### src/rtl/shift_arbiter.sv
// Round-robin front end for one shared combinational barrel shifter.
// Two request channels, operand latch toward the shifter, and a registered result with a valid/ready handshake.
module shift_arbiter #(
    parameter int WIDTH = 8,
    parameter int SHW   = 3
) (
    input  logic             clk,
    input  logic             rst,
    input  logic [1:0]       req_valid,
    output logic [1:0]       req_ready,
    input  logic [WIDTH-1:0] req0_din,
    input  logic [SHW-1:0]   req0_shamt,
    input  logic             req0_l_or_r,
    input  logic             req0_a_or_l,
    input  logic [WIDTH-1:0] req1_din,
    input  logic [SHW-1:0]   req1_shamt,
    input  logic             req1_l_or_r,
    input  logic             req1_a_or_l,
    output logic [WIDTH-1:0] sh_din,
    output logic [SHW-1:0]   sh_shamt,
    output logic             sh_l_or_r,
    output logic             sh_a_or_l,
    input  logic [WIDTH-1:0] sh_dout,
    output logic             res_valid,
    output logic [WIDTH-1:0] res_data,
    output logic             res_id,
    input  logic             res_ready,
    output logic [7:0]       ops_done
);

    typedef enum logic [1:0] {IDLE, EXEC, DONE} state_t;

    state_t           state_q;
    logic             last_grant_q;
    logic [WIDTH-1:0] sh_din_q;
    logic [SHW-1:0]   sh_shamt_q;
    logic             sh_l_or_r_q;
    logic             sh_a_or_l_q;
    logic             res_valid_q;
    logic [WIDTH-1:0] res_data_q;
    logic             res_id_q;
    logic [7:0]       ops_done_q;

    logic grant;
    logic accept;

    // A lone requester wins outright; on a tie the channel not served last wins.
    always_comb begin
        // NOTE: every combinational output gets a default first so no path leaves it unassigned and infers a latch.
        grant     = req_valid[1];
        req_ready = '0;
        if (req_valid == 2'b11) begin
            grant = ~last_grant_q;
        end
        if (state_q == IDLE && req_valid != 2'b00) begin
            req_ready[grant] = 1'b1;
        end
    end

    assign accept = (req_ready != 2'b00);

    always_ff @(posedge clk) begin
        // NOTE: all state is updated with non-blocking assignments so every register samples pre-edge values.
        if (rst) begin
            state_q      <= IDLE;
            last_grant_q <= 1'b1;
            sh_din_q     <= '0;
            sh_shamt_q   <= '0;
            sh_l_or_r_q  <= 1'b0;
            sh_a_or_l_q  <= 1'b0;
            res_valid_q  <= 1'b0;
            res_data_q   <= '0;
            res_id_q     <= 1'b0;
            ops_done_q   <= '0;
        end else begin
            case (state_q)
                IDLE: begin
                    if (accept) begin
                        if (grant) begin
                            sh_din_q    <= req1_din;
                            sh_shamt_q  <= req1_shamt;
                            sh_l_or_r_q <= req1_l_or_r;
                            sh_a_or_l_q <= req1_a_or_l;
                        end else begin
                            sh_din_q    <= req0_din;
                            sh_shamt_q  <= req0_shamt;
                            sh_l_or_r_q <= req0_l_or_r;
                            sh_a_or_l_q <= req0_a_or_l;
                        end
                        res_id_q     <= grant;
                        last_grant_q <= grant;
                        state_q      <= EXEC;
                    end
                end
                EXEC: begin
                    // The shifter has had a full cycle to settle on the latched operands.
                    res_data_q  <= sh_dout;
                    res_valid_q <= 1'b1;
                    state_q     <= DONE;
                end
                DONE: begin
                    if (res_ready) begin
                        res_valid_q <= 1'b0;
                        ops_done_q  <= ops_done_q + 8'd1;
                        state_q     <= IDLE;
                    end
                end
                default: state_q <= IDLE;
            endcase
        end
    end

    assign sh_din    = sh_din_q;
    assign sh_shamt  = sh_shamt_q;
    assign sh_l_or_r = sh_l_or_r_q;
    assign sh_a_or_l = sh_a_or_l_q;
    assign res_valid = res_valid_q;
    assign res_data  = res_data_q;
    assign res_id    = res_id_q;
    assign ops_done  = ops_done_q;

endmodule

### config.mk
export PLATFORM = sky130hd
export DESIGN_NAME = shift_arbiter
export DESIGN_NICKNAME = d
export VERILOG_FILES = /design/src/rtl/shift_arbiter.sv
export SDC_FILE = /design/constraint.sdc
export NUM_CORES = 1
export LEC_CHECK = 0
export ABC_AREA = 1
export CAP_MARGIN = 0
export CELL_PAD_IN_SITES_DETAIL_PLACEMENT = 1
export CELL_PAD_IN_SITES_GLOBAL_PLACEMENT = 2
export CORE_MARGIN = 2
export CORE_UTILIZATION = 21
export CTS_CLUSTER_DIAMETER = 80
export DETAILED_ROUTE_END_ITERATION = 10
export PLACE_DENSITY_LB_ADDON = 0.1
export SKIP_CTS_REPAIR_TIMING = 1
export SYNTH_ARGS = -nofsm -noshare
export SYNTH_HDL_FRONTEND = slang
export SYNTH_SLANG_ARGS = --single-unit
### constraint.sdc
create_clock -name clk -period 1.1 [get_ports clk]
set_input_delay 0.22 -clock clk [delete_from_list [all_inputs] [get_ports clk]]
set_output_delay 0.22 -clock clk [all_outputs]
set_load 0.01 [all_outputs]
# --- Word level (Yosys, flattened, before mapping) ---
# Index checks and enable logic that the tools add are counted.
totals:
  register_bits: 34
  latchBits: 0
  ram_bits: 0
  rom_bits: 0
  in_bits: 39
  output_inout_bits: 33
  wordCells: 42
  n_memories: 0
classes:
  n_addsub: 1
  multipliers: 0
  div: 0
  order_cmp: 2
  n_eq_ne: 5
  n_shift: 0
  n_mux: 13
  bitwise_logic: 1
  reduce_logical: 10
op_table:
  columns: ["op", "n"]
  rows:
  - ["$add 8x1->8 const B", 1]
  - ["$mux 8", 1]
  - ["$reduce_and 2->1", 4]
  - ["$mux 2", 3]
  - ["$pmux 2 s3", 1]
  - ["$reduce_bool 2->1", 3]
  - ["$mux 1", 5]
  - ["$eq 2x2->1 const B", 2]
  - ["$ne 2x2->1 const B", 2]
  - ["$mux 3", 1]
  - ["$eq 2x1->1 const B", 1]
  - ["$logic_and 1x1->1", 2]
  - ["$logic_not 2->1", 1]
  - ["$lt 1x2->1 const B", 1]
  - ["$pmux 1 s2", 1]
  - ["$demux 1 s1", 1]
  - ["$ge 1x1->1 const B", 1]
  - ["$not 1->1", 1]

# --- Logic depth before layout (Yosys ltp) ---
depth:
  depth_word: 10
  mapped_depth: 8
  ltp_nobuf: 7

# --- Worst setup path before layout ---
# Ideal clock, no wire load.
synth_path:
  path_type: "register to output"
  startpoint: "register state_q[1]"
  endpoint: "output req_ready[0]"
  arrival_ps: 925
  t_required_ps: 880
  path_slack_ps: -45
  path_stages_with_launch: 5
  n_path_buf: 1
  path_cell_list: "dfxtp_1 nor2_2 o21ai_4 buf_6 nor2_1"
synth_via:
  elab_chain_len: 3
synth_rtl:
  columns: ["element", "line_no", "source"]
  rows:
  - ["from (decl)", "33", "state_t state_q;"]
  - ["from (signal assigned)", "65", "state_q <= IDLE;"]
  - ["from (signal assigned)", "92", "state_q <= EXEC;"]
  - ["from (signal assigned)", "99", "state_q <= DONE;"]
  - ["$logic_not 2->1", "55", "if (state_q == IDLE && req_valid != 2'b00) begin"]
  - ["$logic_and 1x1->1", "55", null]
  - ["$mux 2", "55", null]
  - ["to (decl)", "10", "output logic [1:0] req_ready,"]
# Every way passes these cells.

# --- Worst setup path after layout ---
# Ends and elaborated chain as after synthesis.

==> reports/metrics.yaml <==
detailed_routing:
  routed_wl_mm: 4.70
  dr.pass1.iters: 2
  num_vias: 1634
  ant_nets: 0
  wl_per_cell_um: 11.5
  drc: 0
  viasPerCell: 4.00
  drt_iter0_markers: 10
worst_setup_path:
  critPathLaunchType: "flop"
  cp-end-kind: "output pin"
  r2r_cells: 9
  crit_path_max_fanout: 2
  cp_data_required_time_ps: 880
  setup.worst_path.class: "reg2out"
  arrival_ps: 1090
die:
  die_area_mm2: 0.00797
  dieHeight_um: 89.3
  pin_count: 72
  core-area_mm2: 0.00714
  initial_core_util: 0.214
  die_width_um: 89.3
  rows: 31
logic_synthesis:
  synthFlopType: "dfxtp_1"
  synth.cell_area_mm2: 0.00153
  synth.avg_cell_area_um2: 7.23
  yosysMostFrequentCell: "nand2_1"
  synth-async-reset-ratio: 0
  synth_top_area_frac: 0.446
  netlist_top_cells_count: "81 x nand2_1, 34 x dfxtp_1, 27 x nor2_1"
  ys_ff_latch: 34
  ys_seq_area_frac: 0.446
  yosys-top-cells-area: "dfxtp_1 45%, nand2_1 20%, nor2_1 6.6%"
  syn_nets: 251
  syn_inst: 211
  synth_edf_count: 0
  synth.lib_cells_used.distinct: 24
  yosysTopAreaCell: "dfxtp_1"
  yosys_warnings: 0
clock_tree:
  clockBufferDepth: 2
  cts_tree: "yes"
  cts_htree_levels: 2
  clk_latency_ps: 280
  numClockSinks: 34
  cts_buffers: 5
  cts_root_buf: "clkbuf_8"
  clk_pin_slew_ps: 70
finish:
  finalNetCount: 350
  design_area_mm2: 0.00284
  final_util: 0.398
  area_growth_syn_to_layout_pct: 86.1
  final_layout_size_suffix_gt1_frac: 0.269
  num_antenna_cells: 0
  fin_cells: 408
sta:
  finalCritPeriodShare: 1.19
  final-setup-viol-count: 10
  relSlewSlack: 0.864
  rsz0062_at_grt: "yes"
  worst_slew_pin_slew_ps: 204
  final_hold_viol_count: 0
  max_clock_freq_ghz: 0.763
  maxSlewViolCount: 0
  layout_setup_ws_ps: -211
  min_period_ps: 1310
  finClkSkew_ps: 3.39
pwr:
  p_total_mw: 3.20
  peakVddDrop_mv: 0.404
  power.density_mw_per_mm2: 1120
  p_leak_nw: 1.69
placement:
  pre_cts_ws_ps: -696
  globalplace.congestion: 0.678
  dpl-instance-area_mm2: 0.00250
  place_hpwl_mm: 3.46
  dp_cells: 399
  portBuffers: 71
global_route:
  grt_overflow_total: 0
  grt_pass1_wl_mm: 7.20
  grt_max_degree: 18
  grt_pass1_vias: 1601
  track_usage: 0.117
  antenna_found_initial: 0
hold_path:
  holdPathStages: 2
  hold_path_class: "reg2reg"
run_status:
  violations: "negative setup slack"
  status: "complete, but fails checks"
job:
  max_cap_viol_count: 0
[registers in the layout, indices dropped and copies added, names as in the netlist]
signal,cells
last_grant_q,1
ops_done,8
res_data,8
res_id,1
res_valid,1
sh_a_or_l,1
sh_din,8
sh_l_or_r,1
sh_shamt,3
state_q,2
[worst paths after layout]
path,startpoint,to,slack [ps]
worst max-delay path,state_q[1]$_SDFFE_PP0P_,req_ready[0],-210
worst min-delay path,res_valid$_SDFFE_PP0P_,res_valid$_SDFFE_PP0P_,460
worst max register to register,last_grant_q$_SDFFE_PP1P_,sh_a_or_l$_SDFFE_PP0P_,-30
worst min register to register,res_valid$_SDFFE_PP0P_,res_valid$_SDFFE_PP0P_,460
[per-layer routing]
| metal | vias up | wire (um) | track usage |
|---|---|---|---|
| met5 | - | 0 | 0 |
| met4 | 0 | 75 | 0.0448 |
| met3 | 6 | 287 | 0.0425 |
| met2 | 47 | 2250 | 0.193 |
| met1 | 723 | 2090 | 0.140 |
| li1 | 858 | - | - |
[critical path, cell delays in order (launching register included)]
cell	delay, ps
dfxtp_2	330
nor2_4	150
o21ai_4	90
nor2_2	100
clkbuf_2	140
[power breakdown]
part           total, mW  internal [mW]  leakage [nW]  switching [mW]
logic              0.896          0.478          1.37           0.418
clock network      0.920          0.483        0.0431           0.437
registers           1.38           1.33         0.280          0.0503
total               3.20           2.29          1.69           0.905
[per-stage QoR]
step,TNS [ps],hold WS (ps)
CTS,-13990,464
finish,-602,459
detailed placement,-13120,453
global route,-1680,482
floorplan,-0.281,384
global placement,-13060,451
[placed cells by master, fill, tap and decap left out, types with 2 or more instances in the layout]
master,n
buf_4,22
dlymetal6s2s_1,33
inv_4,2
o21ai_0,2
nand4_1,3
dfxtp_1,29
nand3_1,3
dfxtp_2,5
nor2_1,25
nand2_1,68
inv_2,2
clkbuf_8,6
a21oi_1,7
nor2_2,2
nor2_4,2
xor2_1,2
inv_1,10
buf_6,5
clkdlybuf4s50_1,36
nand2_2,10
nand2_4,4
o21ai_1,6
a21oi_2,13
[cell families (layout without fill, tap and decap cells)]
family,after synthesis,in the layout,share of synthesized area
AOI/OAI and AO/OA,31,31,0.135
xor gates and xnor gates,2,2,0.0115
adders and majority gates,1,1,0.00820
buffers and inverters,23,121,0.0762
DFF,34,34,0.446
and+or+nand+nor,120,120,0.323
[area by class of cell]
cell class / instances / area, um^2
clock buffer: 6 / 82.6
fill: 880 / 4300
inverter: 15 / 73.8
multi-input combinational: 154 / 815
sequential: 34 / 687
tap: 99 / 124
timing repair buffer: 100 / 1060
(Power assumes the default switching activity.)
